$ cat src/rtl/pe_packet_injector.sv
// PE-side NoC injector: builds packets, queues them in a FIFO and
// dispatches each head to the router PE port or the local loopback port.
module pe_packet_injector #(
  parameter int         WIDTH = 31,
  parameter logic [1:0] XADDR = 2'd0,
  parameter logic [1:0] YADDR = 2'd0,
  parameter int         DEPTH = 4,
  parameter int         CNT_W = 16
) (
  input  logic             clk,
  input  logic             rst,
  input  logic             in_valid,
  output logic             in_ready,
  input  logic [1:0]       in_xdest,
  input  logic [1:0]       in_ydest,
  input  logic [WIDTH-9:0] in_payload,
  output logic             net_valid,
  input  logic             net_ready,
  output logic [WIDTH-1:0] net_pkt,
  output logic             loop_valid,
  input  logic             loop_ready,
  output logic [WIDTH-1:0] loop_pkt,
  output logic [CNT_W-1:0] net_cnt,
  output logic [CNT_W-1:0] loop_cnt
);

  localparam int PW = WIDTH - 8;
  localparam int AW = $clog2(DEPTH);
  localparam logic [AW:0] FULL = (AW+1)'(DEPTH);

  typedef enum logic {
    IDLE,
    SEND
  } state_t;

  state_t           state;
  logic [WIDTH-1:0] mem [DEPTH];
  logic [AW-1:0]    wptr;
  logic [AW-1:0]    rptr;
  logic [AW:0]      count;
  logic [AW:0]      count_nxt;
  logic [WIDTH-1:0] in_pkt;
  logic [WIDTH-1:0] head;
  logic             head_loop;
  logic             fifo_ne;
  logic             push;
  logic             pop;
  logic             net_acc;
  logic             loop_acc;
  logic             accept;

  assign in_pkt    = {XADDR, YADDR, in_xdest, in_ydest, in_payload};
  assign head      = mem[rptr];
  assign head_loop = (head[PW+3:PW+2] == XADDR) &&
                     (head[PW+1:PW] == YADDR);
  assign fifo_ne   = (count != '0);
  assign push      = in_valid && in_ready;
  assign net_acc   = net_valid && net_ready;
  assign loop_acc  = loop_valid && loop_ready;
  assign accept    = net_acc || loop_acc;
  // The output register refills whenever it is empty or just drained.
  assign pop       = fifo_ne && ((state == IDLE) || accept);

  // Next occupancy from this cycle's enqueue/dequeue pair.
  always_comb begin
    count_nxt = count;
    unique case ({push, pop})
      2'b10:   count_nxt = count + 1'b1;
      2'b01:   count_nxt = count - 1'b1;
      default: count_nxt = count;
    endcase
  end

  // Packet storage; stale entries are discarded by the pointer reset.
  always_ff @(posedge clk) begin
    if (push) mem[wptr] <= in_pkt;
  end

  // Pointers, occupancy, output FSM and delivery counters.
  always_ff @(posedge clk) begin
    if (rst) begin
      wptr       <= '0;
      rptr       <= '0;
      count      <= '0;
      in_ready   <= 1'b0;
      state      <= IDLE;
      net_valid  <= 1'b0;
      loop_valid <= 1'b0;
      net_pkt    <= '0;
      loop_pkt   <= '0;
      net_cnt    <= '0;
      loop_cnt   <= '0;
    end else begin
      count    <= count_nxt;
      in_ready <= (count_nxt != FULL);
      if (push) wptr <= wptr + 1'b1;
      if (pop)  rptr <= rptr + 1'b1;
      if (net_acc)  net_cnt  <= net_cnt + 1'b1;
      if (loop_acc) loop_cnt <= loop_cnt + 1'b1;
      unique case (state)
        IDLE: begin
          if (pop) begin
            state      <= SEND;
            net_valid  <= !head_loop;
            loop_valid <= head_loop;
            net_pkt    <= head_loop ? '0 : head;
            loop_pkt   <= head_loop ? head : '0;
          end
        end
        SEND: begin
          if (pop) begin
            net_valid  <= !head_loop;
            loop_valid <= head_loop;
            net_pkt    <= head_loop ? '0 : head;
            loop_pkt   <= head_loop ? head : '0;
          end else if (accept) begin
            state      <= IDLE;
            net_valid  <= 1'b0;
            loop_valid <= 1'b0;
            net_pkt    <= '0;
            loop_pkt   <= '0;
          end
        end
        default: state <= IDLE;
      endcase
    end
  end

  a_onehot: assert property (@(posedge clk) disable iff (rst)
    !(net_valid && loop_valid));

  a_net_hold: assert property (@(posedge clk) disable iff (rst)
    (net_valid && !net_ready) |=> $stable(net_pkt));

  a_loop_hold: assert property (@(posedge clk) disable iff (rst)
    (loop_valid && !loop_ready) |=> $stable(loop_pkt));

  a_count: assert property (@(posedge clk)
    count <= FULL);

endmodule

$ cat config.mk
export PLATFORM = sky130hd
export DESIGN_NAME = pe_packet_injector
export DESIGN_NICKNAME = d
export VERILOG_FILES = /design/src/rtl/pe_packet_injector.sv
export SDC_FILE = /design/constraint.sdc
export NUM_CORES = 1
export LEC_CHECK = 0
export ABC_CLOCK_PERIOD_IN_PS = 2300
export CAP_MARGIN = 20
export CORE_ASPECT_RATIO = 0.6
export CORE_MARGIN = 1.5
export CORE_UTILIZATION = 55
export DETAILED_ROUTE_END_ITERATION = 8
export DONT_BUFFER_PORTS = 1
export PLACE_DENSITY = 0.82
export SLEW_MARGIN = 20
export SYNTH_ARGS = -nofsm -noshare
export SYNTH_HDL_FRONTEND = slang
export SYNTH_SLANG_ARGS = --single-unit
$ cat constraint.sdc
create_clock -name clk -period 2.3 [get_ports clk]
set_clock_uncertainty 0.1 [all_clocks]
set_input_delay 0.46 -clock clk [delete_from_list [all_inputs] [get_ports clk]]
set_output_delay 0.46 -clock clk [all_outputs]
set_load 0.05 [all_outputs]
## Word-level counts from Yosys, hierarchy flattened

Memory sizes are Yosys's and may differ from the RTL's. A register that Yosys moved wholly into a read port is not among the register bits.
Cells that the tools add are included.

- Input port bits: 32
- Word-level logic and storage cells: 61
- Memories kept: 1
- RAM bits: 108
- Register bits: 105

- Bitwise logic cells: 1
- Equal/unequal tests: 5
- $add $sub $neg: 6
- Reductions and logical operators: 12
- Multiplexer cells: 25

Memory list:

| memory | depth | bits a word | read ports | clocked after Yosys merged registers in | wr ports | line | RTL |
|---|---|---|---|---|---|---|---|
| mem | 4 | 27 | 1 | 1 | 1 | 37 | `logic [WIDTH-1:0] mem [DEPTH];` |

Operators with widths:

| operator | count |
|---|---|
| $mux 31 | 7 |
| $pmux 31 s2 | 2 |
| $add 16x1->16 const B | 2 |
| $mux 1 | 10 |
| $pmux 1 s2 | 3 |
| $pmux 3 s2 | 1 |
| $logic_and 1x1->1 | 5 |
| $add 2x1->2 const B | 2 |
| $logic_not 2->1 | 2 |
| $mux 2 | 2 |
| $add 3x1->3 const B | 1 |
| $ne 3x1->1 const B | 1 |
| $ne 3x3->1 const B | 1 |
| $reduce_bool 3->1 | 1 |
| $sub 3x1->3 const B | 1 |
| $eq 2x1->1 const B | 1 |
| $eq 2x2->1 const B | 1 |
| $logic_or 1x1->1 | 2 |
| $ne 2x2->1 const B | 1 |
| $reduce_and 2->1 | 1 |
| $logic_not 1->1 | 1 |
| $not 1->1 | 1 |

## Logic depth before layout (Yosys ltp)

Gate-level depths: netlist (run 1).

- Depth in word-level cells: 7
- Mapped depth: 9
- Gate-level depth less buffers: 9

## Worst setup path before layout (run 1)

Ideal clock, no wire load.

- Path type: register to register
- From: register loop_valid
- To: register in_ready
- Arrival: 2.703 ns
- Clock period less this slack: 2.874 ns
- Stages on the path, launching flop included: 9
- Slack: -0.574 ns
- Cells stage by stage: dfxtp_1 nand2_1 a31oi_1 ha_1 inv_1 fa_1 nor2b_1 mux2_2 a21oi_1

- Word-level cells in the longest chain between the ends: 7

Ends and longest elaborated chain:

| item | line | RTL |
|---|---|---|
| start, declared | 20 | `output logic loop_valid,` |
| start signal, assigned | 105 | `loop_valid <= head_loop;` |
| start signal, assigned | 113 | `loop_valid <= head_loop;` |
| $logic_and 1x1->1 (*) | 59 | `assign loop_acc = loop_valid && loop_ready;` |
| $logic_or 1x1->1 (*) | 60 | `assign accept = net_acc \|\| loop_acc;` |
| $logic_or 1x1->1 (*) | 62 | `assign pop = fifo_ne && ((state == IDLE) \|\| accept);` |
| $logic_and 1x1->1 (*) | 62 |  |
| net pop | 47 | `logic pop;` |
| $eq 2x1->1 / $eq 2x2->1 (equally long branches) | 67 | `unique case ({push, pop})` |
| $pmux 3 s2 (*) | 67 |  |
| $ne 3x3->1 (*) | 95 | `in_ready <= (count_nxt != FULL);` |
| end signal, assigned | 95 |  |
| end, declared | 13 | `output logic in_ready,` |

Mark *: on every way through the listed nets, which the timed path passes. The rest lies on a longest branch.
A chain may end at the register's enable or synchronous reset.

==> results of run 1 <==
[layout make-up]
type / count / area (sq um)
Clock inverter: 2 / 33.8
Inverter: 14 / 52.6
Timing Repair Buffer: 79 / 673
Sequential cell: 207 / 5240
Fill cell: 946 / 4580
Multi-Input combinational cell: 286 / 2340
Antenna cell: 2 / 5.00
Tap cell: 192 / 240
Clock buffer: 31 / 541
[state kept, by name, indices dropped and copies added (netlist names), named ones only]
name        cells
count           3
in_ready        1
loop_cnt       16
loop_pkt       27
loop_valid      1
mem           108
net_cnt        16
net_pkt        27
net_valid       1
rptr            2
state           1
wptr            2
[synthesized netlist by cell type, types with 2 or more instances]
| cell type | instances |
|---|---|
| inv_1 | 14 |
| nand4_1 | 6 |
| a31o_2 | 3 |
| mux4_2 | 27 |
| ha_1 | 7 |
| o21ai_0 | 4 |
| xnor2_1 | 20 |
| or3_1 | 4 |
| a22o_1 | 46 |
| and2_1 | 2 |
| and3_1 | 8 |
| a21oi_1 | 12 |
| nor2_1 | 39 |
| mux2_2 | 3 |
| nor4_1 | 9 |
| buf_6 | 3 |
| nand3_1 | 17 |
| xor2_1 | 7 |
| buf_1 | 3 |
| a22oi_1 | 4 |
| edfxtp_1 | 108 |
| dfxtp_1 | 99 |
| nor2b_1 | 27 |
| nor3_1 | 10 |
| nand2_1 | 14 |
| buf_2 | 5 |
| clkbuf_1 | 12 |
| buf_4 | 8 |
[report_power, final]
group	switching, W	internal [W]
Sequential	0.00107	0.00433
Clock	0.00124	0.00171
Combinational	0.00110	0.000895
Total	0.00341	0.00694
[kinds of logic after synthesis]
logic type / count (synthesis) / share of synthesized area
and+or+nand+nor: 139 / 0.0921
adders and majority gates: 8 / 0.0139
other: 1 / 0.000485
AOI/OAI and AO/OA: 74 / 0.0749
DFF: 207 / 0.676
muxes: 30 / 0.0830
xor gates and xnor gates: 27 / 0.0306
buffers and inverters: 45 / 0.0294
[what timing repair did]
| item | CTS | global route |
|---|---|---|
| hold buffers | 28 | 0 |
| gates resized for setup | 0 | 7 |
| setup endpoints to repair | 0 | 13 |
| buffers inserted | 0 | 0 |
| hold endpoints to repair | 150 | 0 |
[metrics by stage]
step	total power, W	utilization	hold WS (ns)	instance area (sq um)	worst slack (ns)
finish	0.0103	0.666	0.0549	9130	0.107
global route	0.0108	0.666	0.0537	9130	0.0252
CTS	0.0104	0.664	0.0352	9110	0.0134
detailed placement	0.00735	0.601	0.386	8240	0.0382
global placement	0.00724	0.601	0.378	8240	0.118
floorplan	0.00679	-	0.369	7780	0.0109
[critical path, delay by kind of cell, from the launching register on]
family,cells,cell delay [ns]
flip-flops,1,0.40
AND/OR/NAND/NOR,1,0.52
AO/OA/AOI/OAI,1,0.24
multiplexers,1,0.57
buffers and inverters,1,0.25
[path summary, 6_finish.rpt]
path | startpoint | to | slack, ns | depth (start not counted)
setup / recovery | flop | net_pkt[21]$_SDFFE_PP0P_ | 0.11 | 4
hold / removal | loop_ready | loop_cnt[1]$_SDFFE_PP0P_ | 0.05 | 2
setup reg to reg | flop | net_pkt[21]$_SDFFE_PP0P_ | 0.11 | 4
hold reg to reg | net_cnt[1]$_SDFFE_PP0P_ | net_cnt[1]$_SDFFE_PP0P_ | 0.41 | 2
[metal layers]
metal / routed length [um] / global-route usage
met2: 7010 / 0.337
met4: 285 / 0.0516
met5: 0 / 0
met1: 7160 / 0.304
met3: 1440 / 0.0638
==> reports/qor.csv, run 1 <==
stage,metric,value,unit
synth,Syn Std Cell Area,7730,sq um
floorplan,Core Box Area,13700,sq um
floorplan,die height,94.9,um
clock_network,Root Driver,clkbuf_16,
drt,Detail Route Antenna Nets,0,
layout,P&R area growth vs syn,18.1,%
floorplan,Die Span X,156,um
setup_path,worst endpoint required time,2.56,ns
setup_path,crit path kind,flop to flop,
place,GPL Wtd Cong,0.775,
synth,Post-synth EDFFs,108,
power,P_leak,3.17,nW
synth,Gate Count Post-Synth,531,
min_path,Min-Delay Path Class,primary input to flop,
grt,vias in the first global route,4394,
synth,warnings from Yosys,0,
setup_path,crit path launch type,flop,
layout,most frequent cells in the layout,"edfxtp_1, dfxtp_1, buf_4, a22o_1, nor2_1",
layout,share of cells above drive strength 1,0.191,
grt,largest net degree at the start of global routing,48,
clock_network,clk_lat worst skew,0.47,ns
drt,Detailed Route Iter0 Violations,368,
setup_path,critical path cell sequence,mux4_2 > or4_1 > buf_4 > a22o_1,
synth,"Seq/Total Area, Yosys",0.676,
power,Pwr Density,1130,nW/um^2
layout,"most common cell after layout, fill and taps aside",edfxtp_1,
clock_network,TritonCTS clock tree,done,
setup_path,slowest CP cell,mux4_2,
floorplan,Ports,129,
drt,via density per instance,5.68,
clock_network,Clock Path Buffers,3,
synth,post-synth top area cell,edfxtp_1,
drt,DRT Pass-1 Iters,4,
floorplan,Starting Density,0.564,
place,HPWL after DPL,10400,um
timing,Slew @ Worst Pin,0.910,ns
layout,nets@finish,647,
timing,Setup Viol. Count Final,0,
timing,Max-slew headroom,0.393,
floorplan,FP Rows,33,
synth,ys async rst share,0,
setup_path,Critical Path AT,2.45,ns
setup_path,Worst Setup End Kind,flop,
timing,post-layout min period,2.19,ns
timing,period utilization,0.954,
grt,first-pass GRT wire length,24200,um
floorplan,total die area,14800,sq um
timing,setup TNS,0,ns
outcome,status,"finished, final reports clean",
setup_path,"Max FO, Critical Path",24,
grt,gr usage total,0.217,
place,Port Buffer Count,0,
power,VDD IR max,0.673,mV
timing,f_max,0.456,GHz
clock_network,clk sinks,207,
timing,Max Slew Vio Count,0,
synth,#FFs+latches synth,207,
drt,final wirelength,15900,um
place,placed insts,750,
synth,Mean Syn Cell Area,14.6,sq um
synth,synth unique cells,38,
synth,most common flop cell mapped by yosys,edfxtp_1,
drt,WL/cell,19.5,um
timing,Final Hold Vio Count,0,
drt,drc violations,0,
clock_network,htree depth,1,
run,MaxCap Viol Count,0,
grt,total gr overflow,0,
clock_network,total CTS buffers,19,
clock_network,Worst-path clk slew,0.07,ns
synth,Synth area leaders,"edfxtp_1, dfxtp_1, mux4_2",
setup_path,CP max stage delay,0.57,ns
timing,RSZ-0062 raised after global routing,no,
grt,initial antenna violation count,1,
drt,via count,4615,
synth,Yosys top cell area share,0.419,
layout,"non-filler cells, final",813,
Note: power is estimated with default switching activity, not from simulation.
==> inputs of run 2 (changes only) <==
Settings changed: CORE_ASPECT_RATIO 0.6 to unset, PLACE_DENSITY 0.82 to 0.73, TNS_END_PERCENT set to 10.
==> run 2 against run 1 <==
Against the previous run: fmax up 0.76%; count of clock-buffer cells in the layout grew 2; critical path type unchanged; total power grew 5.7%; sequential share of layout area decreased by 1.1 points; first-iteration DRC count is 21% lower; largest cell class unchanged; die area decreased by 0.16%; via count is 1.3% lower; setup slack gained 0.017 ns; clock power up 22%.
==> reports/qor.csv, run 2 (synthesized netlist as in run 1, its figures left out) <==
stage,metric,value,unit,change
drt,drc violations,0,,unchanged
setup_path,"Max FO, Critical Path",24,,unchanged
grt,first-pass GRT wire length,24700,um,was 24200 um
min_path,hold path startpoint,loop_ready,,unchanged
place,Port Buffer Count,0,,unchanged
timing,Final Hold Vio Count,0,,unchanged
timing,f_max,0.459,GHz,was 0.456 GHz
timing,Setup Viol. Count Final,0,,unchanged
outcome,status,"finished, final reports clean",,unchanged
timing,period utilization,0.946,,was 0.954
layout,biggest regs,"mem: 108 flops, loop_pkt: 27 flops, net_pkt: 27 flops",,unchanged
timing,setup TNS,0,ns,unchanged
layout,P&R area growth vs syn,20.2,%,was 18.1%
layout,share of cells above drive strength 1,0.203,,was 0.191
power,VDD IR max,0.700,mV,was 0.673 mV
drt,WL/cell,19.2,um,was 19.5 um
grt,initial antenna violation count,0,,was 1
layout,most frequent cells in the layout,"edfxtp_1, dfxtp_1, buf_4, a22o_1, nor2_1",,unchanged
layout,"most common cell after layout, fill and taps aside",edfxtp_1,,unchanged
drt,Detail Route Antenna Nets,0,,unchanged
setup_path,Critical Path AT,2.46,ns,was 2.45 ns
min_path,Hold Crit Endpoint,loop_cnt[1]$_SDFFE_PP0P_,,unchanged
floorplan,total die area,14800,sq um,about the same
grt,total gr overflow,0,,unchanged
setup_path,reg-to-reg endpoint,net_pkt[20]$_SDFFE_PP0P_,,was net_pkt[21]$_SDFFE_PP0P_
run,MaxCap Viol Count,0,,unchanged
clock_network,Root Driver,clkbuf_16,,unchanged
drt,Detailed Route Iter0 Violations,290,,was 368
clock_network,buffers inserted by post-CTS timing repair,0,,unchanged
drt,via count,4556,,was 4615
setup_path,Worst Setup End Kind,flop,,unchanged
clock_network,TritonCTS clock tree,done,,unchanged
place,GPL Wtd Cong,0.778,,was 0.775
layout,Largest register FFs,108,,unchanged
timing,RSZ-0062 raised after global routing,no,,unchanged
setup_path,crit path launch type,flop,,unchanged
min_path,WHS Path Cells,2,,unchanged
setup_path,reg2reg path depth,4,,unchanged
setup_path,crit path kind,flop to flop,,unchanged
timing,Slew @ Worst Pin,0.919,ns,was 0.910 ns
layout,Final Cell Area,9300,sq um,was 9130 sq um
grt,largest net degree at the start of global routing,48,,unchanged
clock_network,htree depth,1,,unchanged
floorplan,die height,122,um,was 94.9 um
setup_path,worst endpoint required time,2.58,ns,was 2.56 ns
layout,Largest Register,mem,,unchanged
clock_network,Clock Path Buffers,3,,unchanged
floorplan,Starting Density,0.559,,was 0.564
timing,Max-slew headroom,0.388,,was 0.393
timing,Max Slew Vio Count,0,,unchanged
floorplan,Core Box Area,13800,sq um,was 13700 sq um
grt,gr usage total,0.216,,was 0.217
power,P_leak,3.27,nW,was 3.17 nW
layout,nets@finish,649,,was 647
place,HPWL after DPL,9510,um,was 10400 um
floorplan,Die Span X,122,um,was 156 um
drt,DRT Pass-1 Iters,4,,unchanged
timing,post-layout min period,2.18,ns,was 2.19 ns
clock_network,Worst-path clk slew,0.06,ns,was 0.07 ns
setup_path,FF-to-FF setup slack,0.12,ns,was 0.11 ns
min_path,Min-Delay Path Class,primary input to flop,,unchanged
clock_network,clk sinks,207,,unchanged
clock_network,clk_lat worst skew,0.49,ns,was 0.47 ns
floorplan,FP Rows,43,,was 33
layout,Ant. Diodes,0,,was 2
grt,vias in the first global route,4662,,was 4394
power,Pwr Density,1180,nW/um^2,was 1130 nW/um^2
floorplan,Ports,129,,unchanged
drt,via density per instance,5.66,,was 5.68
clock_network,total CTS buffers,22,,was 19
drt,final wirelength,15400,um,was 15900 um
place,Post-DP Area,8240,sq um,about the same
## run 2: cell types whose count changed in the layout (fill, tap and decap cells not counted)
cell        previous run  this run
dfxtp_4                4         2
ha_4                   1         0
diode_2                2         0
dfxtp_1               93        95
clkbuf_1              10         4
clkbuf_8               2         6
bufinv_16              1         2
clkinvlp_4             0         2
clkinv_2               0         2
ha_1                   6         7
clkbuf_16             19        23
buf_4                 51        48
buf_12                 1         3
## run 2: cell type report
cell class,instances,area (sq um)
tap,180,225
sequential,207,5240
multi-input combinational,286,2330
fill,926,4530
clock buffer,33,673
inverter,14,52.6
timing repair buffer,78,691
clock inverter,7,88.8
## run 2: critical path: stages, from the launching register on
cell,delay (ns)
dfxtp_2,0.42
mux4_2,0.58
or4_1,0.54
buf_12,0.19
a22o_1,0.21
## run 2: worst max-delay path by stage
| stage | from | end | slack (ns) | cells after the start |
|---|---|---|---|---|
| after detailed placement | count[0]$_SDFF_PP0_ | in_ready$_SDFF_PP0_ | 0.07 | 9 |
| after global placement | flop | net_pkt[22]$_SDFFE_PP0P_ | 0.17 | 4 |
| after floorplan | net_valid$_SDFFE_PP0P_ | in_ready$_SDFF_PP0_ | 0.01 | 8 |
| after CTS | count[0]$_SDFF_PP0_ | in_ready$_SDFF_PP0_ | 0.04 | 9 |
| final | flop | net_pkt[20]$_SDFFE_PP0P_ | 0.12 | 4 |
| after global routing | count[0]$_SDFF_PP0_ | in_ready$_SDFF_PP0_ | 0.02 | 9 |
## run 2: routing by layer
layer,wire [um],GRT usage,vias up
met3,1210,0.0548,21
met5,0,0,-
met4,261,0.0618,0
met1,6410,0.277,2239
met2,7540,0.365,163
li1,-,-,2133
## run 2: power by group
part,switching [W],total [W],internal (W)
sequential,0.00105,0.00537,0.00433
clock,0.00136,0.00361,0.00224
combinational,0.00106,0.00196,0.000898
## run 2: timing repair
action                                 4_1_cts  5_1_grt
endpoints found under the hold margin      150        0
hold buffers                                28        0
resized for setup                            0        1
setup endpoints to repair                    0        2
## run 2: per-stage QoR
stage                     total power [W]  utilization  setup WS (ns)  cells  hold WS, ns
after floorplan                   0.00679            -         0.0109    538        0.369
after global placement            0.00727        0.596          0.170    737        0.373
after detailed placement          0.00735        0.596         0.0727    737        0.383
after CTS                          0.0110        0.672         0.0382    805       0.0232
after global routing               0.0114        0.672         0.0205    805       0.0338
final                              0.0109        0.672          0.123    805       0.0371
==> inputs of run 3 (changes only) <==
Settings changed: CORE_ASPECT_RATIO set to 1.25, SKIP_LAST_GASP set to 1.
==> run 3 against run 2 <==
Against the previous run: core utilization down 0.35 points; sequential power about the same; count of clock-buffer cells in the layout down 3; non-clock buffer count down 3; total power down 2.4%; combinational power down 2%; register-to-register slack worse by 0.05 ns; wire length down 0.99%; sequential share of layout area up 0.61 points.
==> reports/qor.csv, run 3 (synthesized netlist as in run 1, its figures left out) <==
stage,metric,value,unit,change
outcome,status,"finished, final reports clean",,unchanged
setup_path,reg2reg path depth,4,,unchanged
timing,Slew @ Worst Pin,0.593,ns,was 0.919 ns
timing,worst hold slack,0.0346,ns,was 0.0371 ns
setup_path,critical path cell sequence,mux4_2 > or4_1 > buf_4 > a22o_1,,was mux4_2 > or4_1 > buf_12 > a22o_1
layout,biggest regs,"mem: 108 flops, loop_pkt: 27 flops, net_pkt: 27 flops",,unchanged
min_path,Min-Delay Path Class,primary input to flop,,unchanged
layout,filler cell count,980,,was 926
clock_network,clk_lat worst skew,0.48,ns,was 0.49 ns
grt,first-pass GRT wire length,23800,um,was 24700 um
layout,Largest register FFs,108,,unchanged
clock_network,TritonCTS clock tree,done,,unchanged
layout,nets@finish,644,,was 649
floorplan,Ports,129,,unchanged
power,P_leak,3.23,nW,was 3.27 nW
layout,most frequent cells in the layout,"edfxtp_1, dfxtp_1, a22o_1, buf_4, nor2_1",,"was edfxtp_1, dfxtp_1, buf_4, a22o_1, nor2_1"
setup_path,Critical Path AT,2.50,ns,was 2.46 ns
layout,Reg area,5240,sq um,about the same
timing,RSZ-0062 raised after global routing,no,,unchanged
clock_network,total CTS buffers,20,,was 22
setup_path,"Max FO, Critical Path",24,,unchanged
drt,WL/cell,19.3,um,was 19.2 um
timing,f_max,0.448,GHz,was 0.459 GHz
clock_network,Root Driver,clkbuf_16,,unchanged
drt,via density per instance,5.70,,was 5.66
floorplan,FP Rows,48,,was 43
layout,Ant. Diodes,0,,unchanged
place,GPL Wtd Cong,0.791,,was 0.778
floorplan,total die area,14800,sq um,about the same
timing,Max Slew Vio Count,0,,unchanged
setup_path,CP top delay family,multiplexers,,unchanged
setup_path,Levels on crit path,4,,unchanged
timing,Final Hold Vio Count,0,,unchanged
drt,Detail Route Antenna Nets,0,,unchanged
floorplan,Core Box Area,13800,sq um,about the same
drt,DRT Pass-1 Iters,4,,unchanged
setup_path,crit path launch type,flop,,unchanged
drt,drc violations,0,,unchanged
layout,"Core Util, Final",0.669,,was 0.672
run,MaxCap Viol Count,0,,unchanged
setup_path,crit path kind,flop to flop,,unchanged
layout,"most common cell after layout, fill and taps aside",edfxtp_1,,unchanged
floorplan,Starting Density,0.562,,was 0.559
layout,Multi-input gate area,2330,sq um,about the same
grt,vias in the first global route,4567,,was 4662
drt,Detailed Route Iter0 Violations,305,,was 290
place,Port Buffer Count,0,,unchanged
power,VDD IR max,0.784,mV,was 0.700 mV
timing,setup TNS,0,ns,unchanged
timing,post-layout min period,2.23,ns,was 2.18 ns
clock_network,Worst-path clk slew,0.06,ns,about the same
place,HPWL after DPL,10200,um,was 9510 um
place,placed insts,729,,was 737
power,Pwr Density,1160,nW/um^2,was 1180 nW/um^2
drt,final wirelength,15300,um,was 15400 um
setup_path,Worst Setup End Kind,flop,,unchanged
setup_path,slowest CP cell,mux4_2,,unchanged
layout,share of cells above drive strength 1,0.202,,was 0.203
floorplan,die height,136,um,was 122 um
layout,Largest Register,mem,,unchanged
clock_network,htree depth,1,,unchanged
min_path,WHS Path Cells,2,,unchanged
setup_path,worst endpoint required time,2.56,ns,was 2.58 ns
grt,initial antenna violation count,0,,unchanged
setup_path,CP max stage delay,0.58,ns,about the same
timing,Max-slew headroom,0.604,,was 0.388
clock_network,Clock Path Buffers,3,,unchanged
timing,Setup Viol. Count Final,0,,unchanged
drt,via count,4520,,was 4556
floorplan,Die Span X,109,um,was 122 um
clock_network,clk sinks,207,,unchanged
setup_path,"Buf+Inv Stages, Crit Path",1,,unchanged
grt,largest net degree at the start of global routing,42,,was 48
timing,period utilization,0.970,,was 0.946
layout,"non-filler cells, final",793,,was 805
grt,total gr overflow,0,,unchanged
grt,gr usage total,0.209,,was 0.216
layout,P&R area growth vs syn,19.0,%,was 20.2%
run 3: changes by cell type in the layout (fill, tap and decap cells not counted), moves of 2 or more:
cell        change
clkbuf_1        -3
buf_4           -2
clkinv_2        +2
clkinvlp_4      -2
run 3: cell type report:
type / instances / share of cell area
clock buffer: 30 / 0.0700
clock inverter: 6 / 0.00639
inverter: 14 / 0.00571
multi-input combinational: 286 / 0.254
sequential: 207 / 0.569
tap: 175 / 0.0238
timing repair buffer: 75 / 0.0713
run 3: routing by layer:
layer,routed length (um),vias to the layer above,part of all wire,track usage
met5,0,-,0,0
met4,416,0,0.027,0.0804
met3,1010,32,0.066,0.0409
met2,7560,147,0.50,0.349
met1,6280,2219,0.41,0.269
li1,-,2122,-,-
run 3: worst paths after layout:
| check | start | endpoint | slack (ns) |
|---|---|---|---|
| max | flop | net_pkt[8]$_SDFFE_PP0P_ | 0.07 |
| min | loop_ready | loop_cnt[1]$_SDFFE_PP0P_ | 0.03 |
| max reg2reg | flop | net_pkt[8]$_SDFFE_PP0P_ | 0.07 |
| min reg2reg | net_cnt[1]$_SDFFE_PP0P_ | net_cnt[1]$_SDFFE_PP0P_ | 0.41 |
run 3: metrics by stage:
step | total power [W] | setup WS (ns) | cell area [sq um]
floorplan | 0.00679 | 0.0109 | 7780
global placement | 0.00726 | 0.146 | 8200
detailed placement | 0.00733 | 0.0829 | 8200
CTS | 0.0108 | 0.0643 | 9200
global route | 0.0111 | 0.00931 | 9200
finish | 0.0107 | 0.0685 | 9200
run 3: timing repair:
action	in CTS	in global routing
setup endpoints to repair	0	2
gates resized for setup	0	3
hold endpoints to repair	150	0
hold buffers	28	0
setup buffers	0	0
run 3: power breakdown:
group | switching [W] | internal, W | leakage (nW) | total (W)
logic | 0.00106 | 0.000866 | 1.09 | 0.00192
clock network | 0.00130 | 0.00205 | 0.354 | 0.00335
registers | 0.00107 | 0.00432 | 1.79 | 0.00540
